File: src/rtl/mac_table_lookup.sv
// ---------------------------------------------------------------------------
// mac_table_lookup
//
// Read side of the MAC hash controller. It resolves a MAC key to an egress
// port by hashing the key to a bucket index and then reading an external
// synchronous table RAM. On a collision it moves to the next bucket, up to
// MAX_PROBES buckets in total. The search stops at the first matching entry,
// at the first empty slot, or when all MAX_PROBES buckets have been read.
//
// Ports
//   clk_i          clock
//   rst_n_i        synchronous active-low reset
//   req_valid_i    lookup request valid
//   req_ready_o    block can accept a request (IDLE only)
//   req_key_i      key to look up
//   rd_en_o        table read strobe, one cycle per probe
//   rd_addr_o      table read address, 0 when rd_en_o is low
//   rd_data_i      table entry {valid, key, port}, returned 1 cycle after rd_en_o
//   resp_valid_o   response valid
//   resp_ready_i   response consumed
//   resp_hit_o     1 = key found
//   resp_port_o    egress port on a hit, 0 on a miss
//   resp_probes_o  number of table reads issued for this lookup
// ---------------------------------------------------------------------------
module mac_table_lookup #(
    parameter int KEY_W      = 48,
    parameter int IDX_W      = 12,
    parameter int PORT_W     = 4,
    parameter int MAX_PROBES = 4,
    localparam int ENTRY_W   = 1 + KEY_W + PORT_W,
    localparam int PROBE_W   = $clog2(MAX_PROBES + 1)
) (
    input  logic               clk_i,
    input  logic               rst_n_i,
    input  logic               req_valid_i,
    output logic               req_ready_o,
    input  logic [KEY_W-1:0]   req_key_i,
    output logic               rd_en_o,
    output logic [IDX_W-1:0]   rd_addr_o,
    input  logic [ENTRY_W-1:0] rd_data_i,
    output logic               resp_valid_o,
    input  logic               resp_ready_i,
    output logic               resp_hit_o,
    output logic [PORT_W-1:0]  resp_port_o,
    output logic [PROBE_W-1:0] resp_probes_o
);

    // Number of IDX_W-wide chunks folded into the hash; the top chunk is
    // zero-padded when KEY_W is not a multiple of IDX_W.
    localparam int NCHUNK = (KEY_W + IDX_W - 1) / IDX_W;

    typedef enum logic [1:0] {
        ST_IDLE,
        ST_RD,
        ST_CMP,
        ST_RESP
    } state_t;

    state_t               state_q;
    state_t               state_d;

    logic [KEY_W-1:0]     key_q;
    logic [PROBE_W-1:0]   probe_q;
    logic                 req_ready_q;
    logic                 resp_hit_q;
    logic [PORT_W-1:0]    resp_port_q;
    logic [PROBE_W-1:0]   resp_probes_q;

    logic [NCHUNK*IDX_W-1:0] key_pad;
    logic [IDX_W-1:0]        hash_idx;

    logic                 entry_valid;
    logic [KEY_W-1:0]     entry_key;
    logic [PORT_W-1:0]    entry_port;
    logic                 entry_hit;
    logic [PROBE_W-1:0]   probe_next;
    logic                 last_probe;
    logic                 accept;

    // -----------------------------------------------------------------------
    // Hash: XOR-fold of the latched key into IDX_W bits.
    // -----------------------------------------------------------------------
    always_comb begin
        key_pad              = '0;
        key_pad[KEY_W-1:0]   = key_q;
        hash_idx             = '0;
        for (int j = 0; j < NCHUNK; j++) begin
            hash_idx = hash_idx ^ key_pad[j*IDX_W +: IDX_W];
        end
    end

    // -----------------------------------------------------------------------
    // Entry decode and probe bookkeeping (only meaningful in ST_CMP).
    // -----------------------------------------------------------------------
    assign entry_valid = rd_data_i[ENTRY_W-1];
    assign entry_key   = rd_data_i[PORT_W +: KEY_W];
    assign entry_port  = rd_data_i[PORT_W-1:0];
    assign entry_hit   = entry_valid && (entry_key == key_q);
    assign probe_next  = probe_q + PROBE_W'(1);
    assign last_probe  = (probe_next == PROBE_W'(MAX_PROBES));

    // Ready is registered so that it stays low in the cycle right after a
    // reset edge and only rises once the block is out of reset.
    assign accept      = req_valid_i && req_ready_q;

    // -----------------------------------------------------------------------
    // FSM next-state logic
    // -----------------------------------------------------------------------
    always_comb begin
        // NOTE: every signal written here gets a default first, so no path
        // through the case can leave it unassigned and infer a latch.
        state_d = state_q;
        unique case (state_q)
            ST_IDLE: if (accept) state_d = ST_RD;
            ST_RD:   state_d = ST_CMP;
            ST_CMP:  begin
                if (entry_hit || !entry_valid || last_probe) begin
                    state_d = ST_RESP;
                end else begin
                    state_d = ST_RD;
                end
            end
            ST_RESP: if (resp_ready_i) state_d = ST_IDLE;
            default: state_d = ST_IDLE;
        endcase
    end

    // -----------------------------------------------------------------------
    // FSM state register
    // -----------------------------------------------------------------------
    always_ff @(posedge clk_i) begin
        // NOTE: sequential state uses non-blocking assignments so every
        // register samples its inputs from before the clock edge.
        if (!rst_n_i) begin
            state_q <= ST_IDLE;
        end else begin
            state_q <= state_d;
        end
    end

    // -----------------------------------------------------------------------
    // Datapath registers: latched key, probe counter, response fields.
    // -----------------------------------------------------------------------
    always_ff @(posedge clk_i) begin
        if (!rst_n_i) begin
            key_q         <= '0;
            probe_q       <= '0;
            req_ready_q   <= 1'b0;
            resp_hit_q    <= 1'b0;
            resp_port_q   <= '0;
            resp_probes_q <= '0;
        end else begin
            req_ready_q <= (state_d == ST_IDLE);
            unique case (state_q)
                ST_IDLE: begin
                    if (accept) begin
                        key_q   <= req_key_i;
                        probe_q <= '0;
                    end
                end
                ST_CMP: begin
                    probe_q <= probe_next;
                    if (state_d == ST_RESP) begin
                        resp_hit_q    <= entry_hit;
                        resp_port_q   <= entry_hit ? entry_port : '0;
                        resp_probes_q <= probe_next;
                    end
                end
                ST_RESP: begin
                    // Fields return to 0 once the response is consumed.
                    if (resp_ready_i) begin
                        resp_hit_q    <= 1'b0;
                        resp_port_q   <= '0;
                        resp_probes_q <= '0;
                    end
                end
                default: ;
            endcase
        end
    end

    // -----------------------------------------------------------------------
    // Outputs
    // -----------------------------------------------------------------------
    assign req_ready_o   = req_ready_q;
    assign rd_en_o       = (state_q == ST_RD);
    // Address addition wraps naturally at the table end (mod 2**IDX_W).
    assign rd_addr_o     = (state_q == ST_RD) ? (hash_idx + IDX_W'(probe_q)) : '0;
    assign resp_valid_o  = (state_q == ST_RESP);
    assign resp_hit_o    = resp_hit_q;
    assign resp_port_o   = resp_port_q;
    assign resp_probes_o = resp_probes_q;

endmodule

File: config.mk
export PLATFORM = sky130hd
export DESIGN_NAME = mac_table_lookup
export DESIGN_NICKNAME = d
export VERILOG_FILES = /design/src/rtl/mac_table_lookup.sv
export SDC_FILE = /design/constraint.sdc
export NUM_CORES = 1
export LEC_CHECK = 0
export BUFFER_PORTS_ARGS = -buffer_cell sky130_fd_sc_hd__buf_2
export CORE_ASPECT_RATIO = 0.8
export CORE_MARGIN = 10
export CORE_UTILIZATION = 45
export DETAILED_ROUTE_END_ITERATION = 12
export PLACE_DENSITY_LB_ADDON = 0.15
export SYNTH_ARGS = -nofsm -noshare
export SYNTH_HDL_FRONTEND = slang
export SYNTH_SLANG_ARGS = --single-unit
export TNS_END_PERCENT = 20
File: constraint.sdc
create_clock -name clk_i -period 2.9 [get_ports clk_i]
set_input_delay 0.58 -clock clk_i [delete_from_list [all_inputs] [get_ports clk_i]]
set_output_delay 0.58 -clock clk_i [all_outputs]
set_load 0.03 [all_outputs]
# Word level (Yosys, flattened, before mapping)
# Index checks and enable logic that the tools add are counted.
# totals
reg_bits	62
latchBits	0
ram_bits	0
rom_bits	0
wordCells	50
mem_count	0
# op_classes
add_sub_neg	2
multipliers	0
div	0
order_cmp	0
eq_ne	9
shift	0
n_mux	17
n_bitwise	3
n_reduce_logical	12
# op_table
operator	count
== test 48 bit	1
XOR 12 bit	3
adder 12 x 3 -> 12 bit	1
two-way mux 12 bit	1
two-way mux 4 bit	3
one-hot mux 3 bit (2 select lines)	2
two-way mux 3 bit	3
one-hot mux 2 bit (4 select lines)	1
one-hot mux 4 bit (2 select lines)	1
== test 2 bit, second input constant	3
two-way mux 2 bit	3
logical NOT 2 bit	2
!= test 2 bit, second input constant	2
AND reduction 2 bit	2
nonzero test 2 bit	2
adder 3 x 1 -> 3 bit, second input constant	1
== test 3 bit, second input constant	1
AND reduction 3 bit	1
== test 2 x 1 -> 1 bit, second input constant	1
logical AND 1 bit	2
logical OR 1 bit	2
two-way mux 1 bit	2
!= test 2 x 1 -> 1 bit, second input constant	1
one-hot mux 1 bit (2 select lines)	1
logical NOT 1 bit	1

# Logic depth before layout (Yosys ltp)
# Gate-level depths: netlist of run 1.
# logic_depth
depth_word	9
mapped_depth	11
ltp_nobuf	11

# Worst setup path before layout of run 1
# Ideal clock, no wire load.
# synth_timing
kind	register -> output
startpoint	register key_q[36], in the netlist key_pad[36]
endpoint	output rd_addr_o[10]
arrival_time_ns	2.208
path_slack_ns	0.112
path_stages_with_launch	12
n_path_buf	0
cell_sequence	dfxtp_1 xor2_1 xnor2_1 ha_1 inv_1 fa_1 inv_1 a21oi_1 nor2_1 nand3_1 xnor2_1 nor2_1
# synth_between
elab_chain_len	3
# synth_rtl
element	line_no	source
from (decl)	62	logic [KEY_W-1:0] key_q;
from (signal assigned)	157	key_q <= req_key_i;
XOR 12 bit	88	hash_idx = hash_idx ^ key_pad[j*IDX_W +: IDX_W];
adder 12 x 3 -> 12 bit	188	assign rd_addr_o = (state_q == ST_RD) ? (hash_idx + IDX_W'(probe_q)) : '0;
two-way mux 12 bit	188	
to (decl)	39	output logic [IDX_W-1:0] rd_addr_o,
# Every way passes these cells.

# Worst setup path after layout of run 1
# layout_timing
startpoint	register key_q[24], in the netlist key_pad[24]
endpoint	output rd_addr_o[10]
# layout_between
elab_chain_len	4
# layout_rtl
element	line_no
XOR 12 bit (2 in a row)	88
adder 12 x 3 -> 12 bit	188
two-way mux 12 bit	188
# Every way passes these cells.

==> results of run 1 <==
==> registers in the layout (all words and copies together), names as in the netlist <==
register,count
resp_probes_o,3
state_q,2
resp_port_o,4
req_ready_o,1
key_pad,48
resp_hit_o,1
probe_q,3
==> layer usage <==
metal	vias up	GRT usage, %
met5	-	0
met4	0	4.69
met3	15	7.01
met2	111	29.7
met1	1513	22.8
li1	1625	-
==> stage by stage <==
| step | setup WS, ns | total power, mW | cells |
|---|---|---|---|
| 2_1_floorplan | 0.112 | 1.22 | 419 |
| 3_3_place_gp | 0.145 | 1.38 | 635 |
| 3_5_place_dp | 0.0301 | 1.38 | 635 |
| 4_1_cts | -0.154 | 2.34 | 654 |
| 5_1_grt | -0.237 | 2.44 | 656 |
| 6_report | -0.138 | 2.35 | 656 |
==> cells in the final DEF, fill, tap and decap left out, types with 2 or more instances in the layout <==
cell type  instances
nor3_1             2
dfxtp_4            2
clkbuf_8          11
dfxtp_1           57
bufinv_16          3
a32o_2             4
nor4_2             2
a21boi_0          48
buf_2            119
nand3_1            4
xnor2_1           35
nor2_1            16
ha_1               3
buf_4             17
and2_1             5
ha_2               2
nor4_1            13
xnor2_2            4
nand4_1            3
mux2i_1            3
and3_1             2
xor2_1            53
nand3b_1           3
nor2b_1            2
nand2_1          104
clkbuf_1           2
dfxtp_2            3
o21ai_0            3
inv_2              2
inv_1              5
nand2b_1           2
nand4b_1           2
==> timing repair <==
item	in CTS	in global routing
hold endpoints to repair	0	0
gates resized for setup	21	15
buffers inserted	3	2
pin swaps	9	6
endpoints found under the setup margin	8	10
==> kinds of logic after synthesis <==
family / count (synthesis) / share of synthesized area (%)
AND/OR/NAND/NOR: 166 / 21.3
XOR/XNOR: 94 / 23.5
flip-flops: 62 / 35.4
AO/OA/AOI/OAI: 61 / 13.2
buffers and inverters: 27 / 3.42
adder cells (fa/ha/maj): 6 / 2.35
multiplexers: 3 / 0.856
==> critical path, delay by kind of cell (launching register included) <==
| kind | cells | cell delay (ns) |
|---|---|---|
| compound gates | 1 | 0.07 |
| simple gates | 3 | 0.32 |
| flops | 1 | 0.37 |
| xor+xnor | 3 | 0.51 |
| fa+ha+maj | 2 | 0.56 |
| buf+inv | 3 | 0.29 |
==> synthesized netlist by cell type (all sizes together) (3+ instances only) <==
master / n / area [sq um]
buf: 3 / 20.0
nand3b: 3 / 22.5
nand2: 105 / 394
clkbuf: 17 / 73.8
a32o: 4 / 45.0
o21ai: 3 / 15.0
nor4: 15 / 93.8
dfxtp: 62 / 1240
a21oi: 3 / 15.0
nor2: 17 / 63.8
ha: 5 / 62.6
xor2: 55 / 482
and2: 5 / 31.3
inv: 7 / 26.3
nand4: 3 / 18.8
nand3: 6 / 42.5
mux2i: 3 / 30.0
a21boi: 48 / 360
xnor2: 39 / 342
==> worst max-delay path by stage <==
stage | startpoint | to | depth (start not counted)
floorplan | key_pad[36]$_SDFFE_PN0P_ | rd_addr_o[10] | 11
global placement | key_pad[36]$_SDFFE_PN0P_ | rd_addr_o[6] | 11
detailed placement | key_pad[24]$_SDFFE_PN0P_ | rd_addr_o[6] | 11
CTS | key_pad[36]$_SDFFE_PN0P_ | rd_addr_o[10] | 12
global route | key_pad[24]$_SDFFE_PN0P_ | rd_addr_o[10] | 12
finish | key_pad[24]$_SDFFE_PN0P_ | rd_addr_o[10] | 12
==> final cells by class <==
class	count	area, sq um	area share, %
Clock inverter	3	90.1	1.94
Tap cell	105	131	2.83
Multi-Input combinational cell	330	2250	48.6
Inverter	7	26.3	0.567
Clock buffer	13	159	3.43
Sequential cell	62	1250	27.0
Timing Repair Buffer	136	723	15.6
==> power by group through the flow <==
stage                     sequential (mW)  combinational [mW]  clock, mW
after CTS                           0.941               0.434      0.965
after floorplan                     0.949               0.272          0
final                               0.943               0.452      0.953
after global routing                0.949               0.496      0.998
after global placement              0.957               0.419          0
after detailed placement            0.960               0.422          0
==> results.ini, run 1 <==
[synth]
netlist_area_sq_mm=0.00351
ys_warn_count=0
ys_ff_latch=62
synth_cells=419
synth_edf_count=0
synth.avg_cell_area_sq_um=8.38
synth.yosys.seq_area_share_pct=35.4
syn-num-nets=530
async_reset_ff_share_pct=0
ys_types=34
synth_ff_type=dfxtp_1

[clock_tree]
cts.path.max_buffers=2
cts.sinks=62
cts_hold_buf=0
path_clk_slew_ns=0.06
cts_tree=built
ctsRootBufferMaster=clkbuf_8
cts_made_buffers=9
clk_latency_ns=0.35
htreeDepth=3

[detailed_routing]
dr_wl_met2_mm=5.33
highest_layer=met4
first_iter_violations=150
drc=0
drt-total-wl_mm=11.2
wl_met1_mm=4.83
firstDrtPassIters=4
vias_per_cell=4.98
final_antenna_net_count=0
wire_per_inst_um=17.0
num_vias=3264
dr_wl_met3_um=828

[worst_setup_path]
crit_chain=xor2_4, xnor2_2, ha_2, inv_2, fa_2, inv_2, a21oi_4, nor2_4, nand3_1, xnor2_1, nor2_1, buf_4
startpoint_type=flip-flop
cp_slowest_cell=dfxtp_4
cp_max_fo=3
timing.rr.end=resp_port_o[2]$_SDFFE_PN0P_
r2r_cells=6
r2r_slack_ns=0.64
crit_path_frequent_cell=inv_2
endpoint_kind=output pin
critPathKind=flip-flop to output pin
required_ns=2.32
cp_slowest_stage_delay_ns=0.37
reg2reg_from=key_pad[39]$_SDFFE_PN0P_
crit_arrival_ns=2.46

[die]
die_h_um=99.0
rows=28
ioPinCount=128
initial_utilization_pct=46.8
coreArea_sq_mm=0.00750
die-area_sq_mm=0.0118
fp.dieW_um=119

[job]
cap_violations=0

[status]
violations=negative setup slack
status=finished, violations left

[grt]
overflow=0
grt_use_total_pct=18.5
antenna_found_initial=0
grt_pass1_wl_mm=17.4
first_global_vias=3336
grt_max_degree=50

[power_and_ir_drop]
pwr-share-seq_pct=40.2
comb_power_share_pct=19.3
netSwitchingFraction_pct=27.0
powerDensity_mw_per_mm2=506
p_leak_nw=2.05
clockPowerShare_pct=40.6
vdd_drop_max_uv=263
intPower_mw=1.71
p_sw_uw=633

[hold_path]
hp-class=input port to flip-flop
hold_start=rd_data_i[0]
whs_path_depth=2
min_delay_worst_endpoint=resp_port_o[0]$_SDFFE_PN0P_

[placed_design]
dp_hpwl_mm=8.60
place.port_buffers=127
placed_cell_area_sq_mm=0.00422
gp_routability_congestion=0.843

[layout]
design_area_sq_mm=0.00464
final_util_pct=61.8
fin_nets=657
fillers=694
drive_gt1_share_pct=32.8
area_growth_pct=32.1
antennaDiodeCount=0

[sta]
setup_tns_ns=-0.530
fin_ws_ns=-0.138
clock_skew_ns=0.00757
max_freq_ghz=0.329
setup_violations=7
holdWs_ns=0.443
max_slew_margin_pct=51.3
hold_viol=0
fin_crit_sh_pct=105
rsz0062_at_grt=true
worstMarginPinSlew_ns=0.725
slew_violations=0
min_period_ns=3.04

No activity file was read; power rests on OpenSTA's default activity.
==> run 2: changes to the inputs <==
--- a/config.mk
+++ b/config.mk
@@ -6,9 +6,11 @@
 export NUM_CORES = 1
 export LEC_CHECK = 0
 export BUFFER_PORTS_ARGS = -buffer_cell sky130_fd_sc_hd__buf_2
+export CELL_PAD_IN_SITES_DETAIL_PLACEMENT = 1
+export CELL_PAD_IN_SITES_GLOBAL_PLACEMENT = 1
 export CORE_ASPECT_RATIO = 0.8
 export CORE_MARGIN = 10
-export CORE_UTILIZATION = 45
+export CORE_UTILIZATION = 36
 export DETAILED_ROUTE_END_ITERATION = 12
 export PLACE_DENSITY_LB_ADDON = 0.15
 export SYNTH_ARGS = -nofsm -noshare
==> run 2 against run 1 <==
The run still ends with negative setup slack left. Sequential share of layout area decreased by 0.89 points. Clock skew shrank 0.0011 ns. Sequential power barely moved. Largest power group unchanged. Count of clock-buffer cells in the layout rose by 1. Die area rose by 20%. Largest cell class unchanged. Via count fell by 0.12%. Critical path type unchanged.
==> results.ini, run 2 (synthesized netlist as in run 1, its figures left out) <==
[sta]
holdWs_ns=0.468
hold_viol=0
clock_skew_ns=0.00646
max_slew_margin_pct=44.0
min_period_ns=3.05
fin_crit_sh_pct=105
setup_tns_ns=-0.751
rsz0062_at_grt=true
worstMarginPinSlew_ns=0.834
slew_violations=0
setup_violations=8
fin_ws_ns=-0.146
max_freq_ghz=0.328

[worst_setup_path]
cp_slowest_stage_delay_ns=0.35
path_buf_inv=3
endpoint_kind=output pin
required_ns=2.32
cp_max_fo=3
critPathKind=flip-flop to output pin
worst_path_dominant_cell_family=adder cells
crit_arrival_ns=2.47
cp_slowest_cell=dfxtp_4
startpoint_type=flip-flop
crit_chain=xor2_2, xnor2_2, ha_2, inv_2, fa_2, inv_2, a21oi_4, nor2_4, nand3_2, xnor2_2, nor2_1, buf_4

[detailed_routing]
drc=0
num_vias=3260
vias_per_cell=4.84
wire_per_inst_um=19.0
drt-total-wl_mm=12.8
first_iter_violations=145
final_antenna_net_count=0
firstDrtPassIters=4

[status]
status=finished, violations left
violations=negative setup slack

[placed_design]
gp_routability_congestion=0.813
preCtsSetupSlack_ns=0.0178
dp_hpwl_mm=9.88
place.port_buffers=127
placedCellCount=650
placed_cell_area_sq_mm=0.00427

[power_and_ir_drop]
intPower_mw=1.97
netSwitchingFraction_pct=25.9
vdd_drop_max_uv=283
p_sw_uw=691
powerDensity_mw_per_mm2=553
p_leak_nw=2.13
pwr-share-seq_pct=35.4
clockPowerShare_pct=46.7
comb_power_share_pct=17.9
design_power_total_mw=2.66

[layout]
fillers=1172
area_growth_pct=37.2
drive_gt1_share_pct=33.9
fin_nets=661
final_cells=674
final_util_pct=50.3
final_cell_mix=buf_2, nand2_1, dfxtp_1, xor2_1, a21boi_0
final_common_cell=buf_2
antennaDiodeCount=0
design_area_sq_mm=0.00481
largest_reg_flops=48

[die]
die-area_sq_mm=0.0141
ioPinCount=128
coreArea_sq_mm=0.00957
initial_utilization_pct=36.7
rows=32
fp.dieW_um=130
die_h_um=108

[grt]
first_global_vias=3607
grt-busiest-layer=met2
use_met3_pct=5.63
grt_max_degree=52
antenna_found_initial=0
overflow=0
grt_use_met1_pct=21.9
grt_pass1_wl_mm=19.4
grt_use_total_pct=17.6
grt.met2_usage_pct=29.3

[hold_path]
hp-class=input port to flip-flop

[clock_tree]
cts.path.max_buffers=2
path_clk_slew_ns=0.05
cts_hold_buf=0
cts_made_buffers=9
ctsRootBufferMaster=clkbuf_16
cts.sinks=62
clk_latency_ns=0.33
htreeDepth=3
cts_tree=built

[job]
cap_violations=0

==> run 2: cell types whose count changed in the layout (fill, tap and decap cells not counted), moves of 2 or more <==
| cell | previous run | this run |
|---|---|---|
| xnor2_2 | 4 | 2 |
| clkbuf_16 | 0 | 9 |
| clkbuf_8 | 11 | 5 |
| dfxtp_1 | 57 | 55 |
| buf_4 | 17 | 20 |
| buf_12 | 0 | 2 |
| clkbuf_1 | 2 | 0 |
==> run 2: power groups by stage <==
stage,combinational (mW),clock (mW),sequential (mW)
floorplan,0.272,0,0.949
global placement,0.437,0,0.957
detailed placement,0.447,0,0.961
CTS,0.463,1.27,0.942
global route,0.518,1.31,0.949
finish,0.476,1.25,0.943
==> run 2: worst reg2reg max path, stage by stage, from the launching register on <==
cell and delay, ns:
dfxtp_4 0.36, buf_4 0.14, xor2_1 0.16, nor4_1 0.47, nand4_1 0.28, o31ai_2 0.42, nand3_4 0.22, a32o_2 0.32
==> run 2: final timing paths <==
check / startpoint / slack, ns / depth (start not counted) / to
max: key_pad[24]$_SDFFE_PN0P_ / -0.15 / 12 / rd_addr_o[10]
min: rd_data_i[3] / 0.47 / 2 / resp_port_o[3]$_SDFFE_PN0P_
max reg2reg: key_pad[12]$_SDFFE_PN0P_ / 0.43 / 7 / resp_port_o[1]$_SDFFE_PN0P_
min reg2reg: resp_probes_o[0]$_SDFFE_PN0P_ / 0.47 / 2 / resp_probes_o[0]$_SDFFE_PN0P_
==> run 2: per-layer routing <==
metal | part of all wire [%] | wire length [um] | vias up
met5 | 0 | 0 | -
met4 | 1.1 | 138 | 0
met3 | 5.8 | 748 | 12
met2 | 48 | 6190 | 76
met1 | 45 | 5730 | 1537
li1 | - | - | 1635
==> run 2: repair_timing <==
item,CTS,global route
setup buffers,6,2
pin swaps,12,13
hold endpoints to repair,0,0
setup endpoints to repair,8,10
gates resized for setup,25,14
==> run 2: area by class of cell <==
cell class	instances	area, sq um	area share (%)
timing repair buffer	140	781	16.2
clock inverter	2	60.1	1.25
multi-input combinational	330	2250	46.7
tap	119	149	3.09
sequential	62	1260	26.1
clock buffer	14	294	6.11
inverter	7	26.3	0.546
